--- src/rtl/pong_pkg.sv ---
// rtl/pong_pkg.sv - shared position widths, state and direction types for the pong ball logic
`ifndef X_POS_W
`define X_POS_W 10
`endif
`ifndef Y_POS_W
`define Y_POS_W 9
`endif

package pong_pkg;
    localparam int X_POS_W = `X_POS_W;
    localparam int Y_POS_W = `Y_POS_W;

    typedef enum logic [1:0] {IDLE, SERVE, PLAY, SCORED} ball_state_t;
    typedef enum logic {POS, NEG} dir_t;
endpackage

--- src/rtl/ball_axis_step.sv ---
// rtl/ball_axis_step.sv - one axis of ball motion: step by speed, clamp and reflect at lo/hi limits
module ball_axis_step
    import pong_pkg::*;
#(
    parameter int W = 10
) (
    input  logic [W-1:0] pos,
    input  dir_t         dir,
    input  logic [W-1:0] speed,
    input  logic [W-1:0] lo,
    input  logic [W-1:0] hi,
    output logic [W-1:0] next_pos,
    output dir_t         next_dir,
    output logic         hit
);
    logic signed [W+1:0] pos_s;
    logic signed [W+1:0] speed_s;
    logic signed [W+1:0] raw;

    // Two guard bits keep pos-speed below zero and pos+speed past 2**W representable.
    always_comb begin
        pos_s    = {2'b00, pos};
        speed_s  = {2'b00, speed};
        raw      = (dir == POS) ? pos_s + speed_s : pos_s - speed_s;
        next_pos = raw[W-1:0];
        next_dir = dir;
        hit      = 1'b0;
        if (raw <= $signed({2'b00, lo})) begin
            next_pos = lo;
            next_dir = POS;
            hit      = 1'b1;
        end else if (raw >= $signed({2'b00, hi})) begin
            next_pos = hi;
            next_dir = NEG;
            hit      = 1'b1;
        end
    end
endmodule

--- src/rtl/ball_controller.sv ---
// rtl/ball_controller.sv - ball sprite sequencer: serve/play/score FSM, one position step per frame tick
module ball_controller
    import pong_pkg::*;
#(
    parameter int SCREEN_W     = 640,
    parameter int SCREEN_H     = 480,
    parameter int BALL_SIZE    = 10,
    parameter int PADDLE_W     = 10,
    parameter int PADDLE_H     = 60,
    parameter int L_PADDLE_X   = 20,
    parameter int R_PADDLE_X   = 610,
    parameter int BALL_SPEED   = 2,
    parameter int SERVE_FRAMES = 60
) (
    input  logic               clk_i,
    input  logic               rst_i,
    input  logic               frame_tick_i,
    input  logic               start_i,
    input  logic [Y_POS_W-1:0] l_paddle_y_i,
    input  logic [Y_POS_W-1:0] r_paddle_y_i,
    output logic [X_POS_W-1:0] ball_x_o,
    output logic [Y_POS_W-1:0] ball_y_o,
    output logic               score_l_o,
    output logic               score_r_o,
    output logic               in_play_o
);
    localparam int YW1   = Y_POS_W + 1;
    localparam int CNT_W = $clog2(SERVE_FRAMES + 1);

    localparam logic [X_POS_W-1:0] X_CENTRE = X_POS_W'((SCREEN_W - BALL_SIZE) / 2);
    localparam logic [Y_POS_W-1:0] Y_CENTRE = Y_POS_W'((SCREEN_H - BALL_SIZE) / 2);
    localparam logic [X_POS_W-1:0] X_MAX    = X_POS_W'(SCREEN_W - BALL_SIZE);
    localparam logic [Y_POS_W-1:0] Y_MAX    = Y_POS_W'(SCREEN_H - BALL_SIZE);
    localparam logic [X_POS_W-1:0] L_FACE   = X_POS_W'(L_PADDLE_X + PADDLE_W);
    localparam logic [X_POS_W-1:0] R_FACE   = X_POS_W'(R_PADDLE_X - BALL_SIZE);
    localparam logic [X_POS_W-1:0] X_SPEED  = X_POS_W'(BALL_SPEED);
    localparam logic [Y_POS_W-1:0] Y_SPEED  = Y_POS_W'(BALL_SPEED);
    localparam logic [CNT_W-1:0]   SERVE_LAST = CNT_W'(SERVE_FRAMES - 1);

    ball_state_t        state;
    dir_t               dx;
    dir_t               dy;
    logic [CNT_W-1:0]   cnt;
    logic [X_POS_W-1:0] x_next;
    logic [Y_POS_W-1:0] y_next;
    dir_t               x_next_dir;
    dir_t               y_next_dir;
    logic               x_miss;
    logic               y_wall;
    logic               vov_l;
    logic               vov_r;
    logic               bounce_l;
    logic               bounce_r;

    function automatic logic overlaps(input logic [Y_POS_W-1:0] y, input logic [Y_POS_W-1:0] p);
        logic [YW1-1:0] y_bot;
        logic [YW1-1:0] p_bot;
        y_bot = {1'b0, y} + YW1'(BALL_SIZE);
        p_bot = {1'b0, p} + YW1'(PADDLE_H);
        return (y_bot > {1'b0, p}) && ({1'b0, y} < p_bot);
    endfunction

    // x limits are the miss lines, so the x hit flag means the ball left the court.
    ball_axis_step #(.W(X_POS_W)) u_x_step (
        .pos(ball_x_o), .dir(dx), .speed(X_SPEED), .lo('0), .hi(X_MAX),
        .next_pos(x_next), .next_dir(x_next_dir), .hit(x_miss)
    );

    ball_axis_step #(.W(Y_POS_W)) u_y_step (
        .pos(ball_y_o), .dir(dy), .speed(Y_SPEED), .lo('0), .hi(Y_MAX),
        .next_pos(y_next), .next_dir(y_next_dir), .hit(y_wall)
    );

    assign vov_l    = overlaps(ball_y_o, l_paddle_y_i);
    assign vov_r    = overlaps(ball_y_o, r_paddle_y_i);
    // A ball already behind a face (x past it) cannot bounce; it runs on to the miss line.
    assign bounce_l = (dx == NEG) && !x_miss && (x_next <= L_FACE) && (ball_x_o >= L_FACE) && vov_l;
    assign bounce_r = (dx == POS) && !x_miss && (x_next >= R_FACE) && (ball_x_o <= R_FACE) && vov_r;

    always_ff @(posedge clk_i) begin
        score_l_o <= 1'b0;
        score_r_o <= 1'b0;
        if (rst_i) begin
            state     <= IDLE;
            ball_x_o  <= X_CENTRE;
            ball_y_o  <= Y_CENTRE;
            dx        <= POS;
            dy        <= POS;
            cnt       <= '0;
            in_play_o <= 1'b0;
        end else begin
            case (state)
                IDLE: begin
                    if (start_i) begin
                        state <= SERVE;
                        cnt   <= '0;
                    end
                end
                SERVE: begin
                    if (frame_tick_i) begin
                        cnt <= cnt + 1'b1;
                        if (cnt == SERVE_LAST) begin
                            state     <= PLAY;
                            in_play_o <= 1'b1;
                        end
                    end
                end
                PLAY: begin
                    if (frame_tick_i) begin
                        ball_y_o <= y_next;
                        if (y_wall) begin
                            dy <= y_next_dir;
                        end
                        if (bounce_l) begin
                            ball_x_o <= L_FACE;
                            dx       <= POS;
                        end else if (bounce_r) begin
                            ball_x_o <= R_FACE;
                            dx       <= NEG;
                        end else if (x_miss) begin
                            score_r_o <= (dx == NEG);
                            score_l_o <= (dx == POS);
                            state     <= SCORED;
                            in_play_o <= 1'b0;
                        end else begin
                            ball_x_o <= x_next;
                            dx       <= x_next_dir;
                        end
                    end
                end
                SCORED: begin
                    // dx still points at the side that conceded, so the re-serve goes toward them.
                    ball_x_o <= X_CENTRE;
                    ball_y_o <= Y_CENTRE;
                    cnt      <= '0;
                    state    <= SERVE;
                end
            endcase
        end
    end
endmodule

--- config.mk ---
export PLATFORM = sky130hd
export DESIGN_NAME = ball_controller
export DESIGN_NICKNAME = d
export VERILOG_FILES = /design/src/rtl/pong_pkg.sv /design/src/rtl/ball_axis_step.sv /design/src/rtl/ball_controller.sv
export SDC_FILE = /design/constraint.sdc
export NUM_CORES = 1
export LEC_CHECK = 0
export CAP_MARGIN = 0
export CORE_UTILIZATION = 25
export DETAILED_ROUTE_END_ITERATION = 8
export DONT_BUFFER_PORTS = 1
export GPL_TIMING_DRIVEN = 0
export PLACE_DENSITY = 0.36
export SLEW_MARGIN = 5
export SYNTH_ARGS = -nofsm -noshare
export SYNTH_HDL_FRONTEND = slang
export SYNTH_SLANG_ARGS = --single-unit
--- constraint.sdc ---
create_clock -name clk_i -period 4.5 [get_ports clk_i]
set_input_delay 0.9 -clock clk_i [delete_from_list [all_inputs] [get_ports clk_i]]
set_output_delay 0.9 -clock clk_i [all_outputs]
set_load 0.03 [all_outputs]
* Word level (Yosys, flattened, before mapping)
Index checks and enable logic that the tools add are counted.
** Word-level totals
- Output and inout bits :: 22
- Bits in registers :: 32
- Logic and storage cells :: 113
** Cells by class
- Multiplexer cells :: 42
- $lt $le $gt $ge :: 12
- Bitwise operators :: 4
- Add/subtract/negate cells :: 8
- Reduce and logical (&&, ||, !) cells :: 25
- Equal/unequal tests :: 13
** Operators with widths (number)
- $mux 10 :: 6
- $mux 9 :: 3
- $add 9x6->10 const B :: 2
- $gt 10x9->1 :: 2
- $lt 9x10->1 :: 2
- $pmux 10 s2 :: 1
- $pmux 6 s3 :: 1
- $pmux 9 s2 :: 1
- $mux 1 :: 17
- $mux 2 :: 7
- $ne 2x2->1 const B :: 7
- $reduce_and 7->1 :: 2
- $ge 12x11->1 const B :: 1
- $le 12x1->1 const B :: 1
- $mux 12 :: 1
- $mux 6 :: 2
- $add 10x2->11 const B :: 1
- $ge 11x10->1 const B :: 1
- $le 11x1->1 const B :: 1
- $mux 11 :: 1
- $sub 10x2->11 const B :: 1
- $add 9x2->10 const B :: 1
- $add 9x4->10 const B :: 1
- $ge 10x10->1 const B :: 1
- 23 further kinds :: 40

* Logic depth before layout (Yosys ltp)
- Word-level depth :: 14
- Mapped depth :: 14
- Mapped depth without buffers :: 14

* Modules after synthesis
From an unflattened synthesis, not the netlist that was laid out.
** Unflattened totals
- Cell total of the unflattened synthesis :: 769
- Area, all modules :: 5884.4 um^2
** By module, submodules not included
- ball_controller :: times used 1, cells an instance 311, area an instance 2508.7 um^2
- ball_axis_step at u_x_step :: times used 1, cells an instance 224, area an instance 1741.7 um^2
- ball_axis_step at u_y_step :: times used 1, cells an instance 234, area an instance 1634.1 um^2

* Least setup slack after synthesis
Ideal clock, no wire load.
- Path type :: input -> register
- Start :: in l_paddle_y_i[2]
- End :: reg ball_x_o[0]
- Cell stages on the path :: 14
- Slack :: 952 ps
- Data arrival time :: 3426 ps
- Library setup time :: 122 ps
- Required time :: 4378 ps
- Cell sequence :: inv_1 > ha_1 > nand3_1 > nand3_1 > xnor2_1 > ha_1 > or4_1 > a221oi_1 > o21ai_0 > nand3_1 > nand4b_1 > nor4_2 > o31ai_1 > a221o_1
** On the way
- Longest elaborated chain between the ends :: 7
** RTL lines
- start: declaration :: RTL line ball_controller.sv:19 : input logic [Y_POS_W-1:0] l_paddle_y_i,
- $add 9x6->10 :: RTL line ball_controller.sv:59 : p_bot = {1'b0, p} + YW1'(PADDLE_H);
- $lt 9x10->1 :: RTL line ball_controller.sv:60 : return (y_bot > {1'b0, p}) && ({1'b0, y} < p_bot);
- $logic_and 1x1->1 * :: RTL line ball_controller.sv:60
- $logic_and 1x1->1 * :: RTL line ball_controller.sv:77 : assign bounce_l = (dx == NEG) && !x_miss && (x_next <= L_FACE) && (ball_x_o >= L_FACE) && vov_l;
- $mux 10 :: RTL line ball_controller.sv:114 : if (bounce_l) begin
- $mux 10 :: RTL line ball_controller.sv:109 : if (frame_tick_i) begin
- $pmux 10 s2 :: RTL line ball_controller.sv:92 : case (state)
- end signal: assignment :: RTL line ball_controller.sv:126 : ball_x_o <= x_next;
- end: declaration :: RTL line ball_controller.sv:21 : output logic [X_POS_W-1:0] ball_x_o,
Every way passes the cells marked *; elsewhere a longest branch is shown, timed or not. The select of a mux whose other input is x is not followed.
A chain may end at the register's enable or synchronous reset.

* Worst setup path after layout
- Start :: reg ball_y_o[3]
- End :: reg ball_x_o[4]
** On the way
- Longest elaborated chain between the ends :: 8
** RTL lines
- start: declaration :: RTL line ball_controller.sv:22 : output logic [Y_POS_W-1:0] ball_y_o,
- start signal: assignment :: RTL line ball_controller.sv:110 : ball_y_o <= y_next;
- $add 9x4->10 :: RTL line ball_controller.sv:58 : y_bot = {1'b0, y} + YW1'(BALL_SIZE);
- $gt 10x9->1 :: RTL line ball_controller.sv:60
- $logic_and 1x1->1 :: RTL line ball_controller.sv:60
- $logic_and 1x1->1 :: RTL line ball_controller.sv:78 : assign bounce_r = (dx == POS) && !x_miss && (x_next >= R_FACE) && (ball_x_o <= R_FACE) && vov_r;
- $mux 10 :: RTL line ball_controller.sv:117 : end else if (bounce_r) begin
- $mux 10 :: RTL line ball_controller.sv:114
- $mux 10 :: RTL line ball_controller.sv:109
- $pmux 10 s2 :: RTL line ball_controller.sv:92
Several ways; a longest one is shown, not always the timed one. The select of a mux whose other input is x is not followed.

==> run_results.csv <==
group,metric,value,unit
status,status,"finished clean",
floorplanning,die_w,121,um
yosys,yosysTopAreaCellShare,0.181,
setup_path,r2r_slack,0.41,ns
sta,tns,0,ns
yosys,synth_most_common_cell,"ha_1",
setup_path,worstPathRequired,4.66,ns
yosys,ys_top_cells_by_count,"46 x ha_1, 35 x nor2_1, 32 x dfxtp_1",
routing,ant_nets,0,
setup_path,cpPeakStageDelay,0.68,ns
worst_hold_path,holdPathEnd,"cnt[5]",
cts,clkSlewWorstSetupHoldPaths,0.05,ns
yosys,synth_edf_count,0,
power,p_leak,0.00152,uW
setup_path,critPathTopFamily,"simple AND/OR/NAND/NOR gates",
setup_path,crit_path_end_kind,"flip-flop",
yosys,synth_area_leader_cell,"dfxtp_1",
routing,viasPerCell,5.20,
yosys,syn_nets,513,
cts,htree_levels,2,
final_layout,final_cells,632,
place,post-dp-hpwl,8860,um
sta,worst_pin_slew,0.800,ns
power,combPwrFrac,0.422,
routing,drc_errors,0,
setup_path,reg2reg_depth,14,
yosys,mappedNetlistArea,3540,um2
final_layout,fin_nets,520,
cts,postCtsHoldBufs,0,
cts,clock_path_buffers,2,
final_layout,area_growth,10.7,%
yosys,synth_flop_cell,"dfxtp_1",
yosys,synthTopCellsByArea,"dfxtp_1 18%, ha_1 16%, xnor2_1 5.9%, nor2_1 3.7%, nand2_1 3.2%",
power,p_switching,505,uW
cts,root_buffer,"clkbuf_16",
yosys,syn_inst,445,
sta,hold_viol,0,
cts,clk_latency,0.27,ns
sta,final-setup-viol-count,0,
routing,wire_per_inst,17.6,um
sta,maxSlewViolCount,0,
worst_hold_path,whs_path_depth,2,
setup_path,slowest_stage,"dfxtp_1",
global_routing,overflow,0,
cts,cts_setup_buffers,0,
power,clock_power_share,0.277,
sta,max_freq,244,MHz
cts,cts.sinks,32,
power,p_per_area,322,nW/um2
sta,rsz0062_at_grt,"false",
worst_hold_path,hp-start,"cnt[5]",
global_routing,grt_max_degree,11,
setup_path,arrival,4.25,ns
floorplanning,ios,44,
cts,cts-buffers-inserted,5,
flow_run,max-cap-violations,0,
sta,fin_skew,0.00165,ns
place,port_buffers,0,
global_routing,grt_usage,0.159,
setup_path,cp_max_fo,10,
cts,cts_tree,"built",
global_routing,antenna_found_initial,0,
floorplanning,fp.dieH,121,um
sta,finalCritPeriodShare,0.910,
floorplanning,die_area,14600,um2
floorplanning,coreArea,13800,um2
yosys,synth_cell_types,76,
final_layout,drive_above_1_share,0.0752,
sta,fin_crit,4.09,ns
routing,routed_wl,11100,um
place,finalWeightedCongestion,0.816,
cts,post_cts_resized,0,
yosys,async_flop_share,0,
worst_hold_path,hold_class,"flip-flop to flip-flop",
setup_path,path_buf_inv,1,
setup_path,r2r-start,"ball_y_o[3]",
global_routing,grt_pass1_vias,3295,
routing,dr_total_vias,3287,
power,ir_drop,0.000170,V
yosys,ys_warn_count,0,
setup_path,crit_type,"flip-flop to flip-flop",
power,switching_share,0.400,
setup_path,cp_cell_sequence,"clkbuf_1 -> a21oi_1 -> nor2b_1 -> nand2_1 -> xnor2_1 -> ha_1 -> a21oi_1 -> nor2b_1 -> or4_1 -> o221ai_1 -> a2111oi_4 -> nand3_2 -> or4b_4 -> o32a_1",
power,intPower,757,uW
global_routing,grt_pass1_wl,18100,um
floorplanning,initial_core_util,0.256,
routing,drt-initial-drc-count,159,
final_layout,antennaDiodeCount,0,
floorplanning,fp-row-count,43,
sta,relSlewSlack,0.466,
setup_path,startpoint_type,"flip-flop",
power,p_seq_frac,0.300,
yosys,synth.avg_cell_area,7.96,um2
place,place_inst,625,
setup_path,rr_endpoint,"ball_x_o[4]",
yosys,ys_ff_latch,32,
routing,drtPass1Iterations,4,
yosys,ys_seq_area_frac,0.181,
-- worst reg2reg max path, cell delays in order, from the launching register on --
cell	delay, ns
dfxtp_1	0.68
clkbuf_1	0.46
a21oi_1	0.13
nor2b_1	0.19
nand2_1	0.08
xnor2_1	0.24
ha_1	0.29
a21oi_1	0.16
nor2b_1	0.06
or4_1	0.39
o221ai_1	0.34
a2111oi_4	0.12
nand3_2	0.15
or4b_4	0.50
o32a_1	0.20
-- power groups by stage --
stage | Combinational [uW] | Clock [uW] | Sequential, uW
3_3_place_gp | 538 | 0 | 386
3_5_place_dp | 537 | 0 | 387
6_report | 533 | 350 | 379
2_1_floorplan | 413 | 0 | 368
5_1_grt | 609 | 372 | 385
4_1_cts | 542 | 360 | 381
-- cell type report --
type | instances | area [um2]
fill | 1521 | 9910
clock buffer | 7 | 153
tap | 180 | 225
inverter | 29 | 109
sequential | 32 | 641
buffer | 18 | 92.6
multi-input combinational | 366 | 2700
-- worst max-delay path by stage --
stage,from,endpoint,slack [ns],depth (start not counted)
floorplan,l_paddle_y_i[2],ball_x_o[0],0.95,14
finish,ball_y_o[3],ball_x_o[4],0.41,14
global route,ball_y_o[3],ball_x_o[4],0.1,14
detailed placement,ball_y_o[3],ball_x_o[4],0.32,14
global placement,ball_y_o[3],ball_x_o[4],0.32,14
CTS,ball_y_o[3],ball_x_o[4],0.31,14
-- cells in the final DEF (no fill, tap or decap), types with 3 or more instances in the layout --
master / synthesis / layout
xor2_1: 7 / 7
a21o_1: 4 / 4
nand4b_1: 4 / 4
nand4_1: 10 / 10
or4_1: 5 / 5
clkbuf_1: 11 / 11
o21a_1: 7 / 7
and4_1: 3 / 3
mux2i_1: 4 / 4
nor3_1: 14 / 14
nor2_1: 35 / 35
nand2_1: 30 / 30
a211oi_1: 7 / 7
o211ai_1: 5 / 5
o21bai_1: 5 / 5
xnor2_1: 24 / 24
inv_1: 29 / 29
o41ai_1: 3 / 3
nand2b_1: 8 / 8
ha_1: 46 / 46
dfxtp_1: 32 / 32
nor2b_1: 5 / 5
clkbuf_16: 0 / 5
nand3_1: 16 / 16
and4b_1: 3 / 3
a21oi_1: 21 / 21
a31o_2: 3 / 3
o31ai_1: 3 / 3
and3_1: 4 / 4
a31oi_1: 7 / 7
o21ai_0: 17 / 17
and2_1: 7 / 7
or3_1: 8 / 8
-- sequential cells by signal (all words and copies together) (netlist names) --
register / count
ball_y_o: 9
score_r_o: 1
dx: 1
score_l_o: 1
cnt: 6
ball_x_o: 10
state: 2
dy: 1
in_play_o: 1
-- per-stage QoR --
stage	hold WS [ns]	instance area, um2	power [uW]	setup WS [ns]	utilization
global placement	0.496	3770	924	0.323	0.272
global route	0.570	3920	1370	0.0951	0.283
detailed placement	0.509	3770	924	0.324	0.272
floorplan	0.479	3540	781	0.952	-
CTS	0.524	3920	1280	0.314	0.283
finish	0.518	3920	1260	0.406	0.283
-- routing by layer --
layer  global-route usage  share of wire
met1                0.215           0.49
met3               0.0240          0.047
met2                0.266           0.46
met4               0.0301         0.0090
met5                    0              0
-- logic make-up after synthesis --
| kind of cell | after synthesis | share of synthesized area |
|---|---|---|
| fa+ha+maj | 46 | 0.163 |
| xor+xnor | 32 | 0.0813 |
| simple gates | 175 | 0.285 |
| mux | 4 | 0.0113 |
| compound gates | 109 | 0.222 |
| flops | 32 | 0.181 |
| buf+inv | 47 | 0.0569 |
No activity file was read; power rests on OpenSTA's default activity.
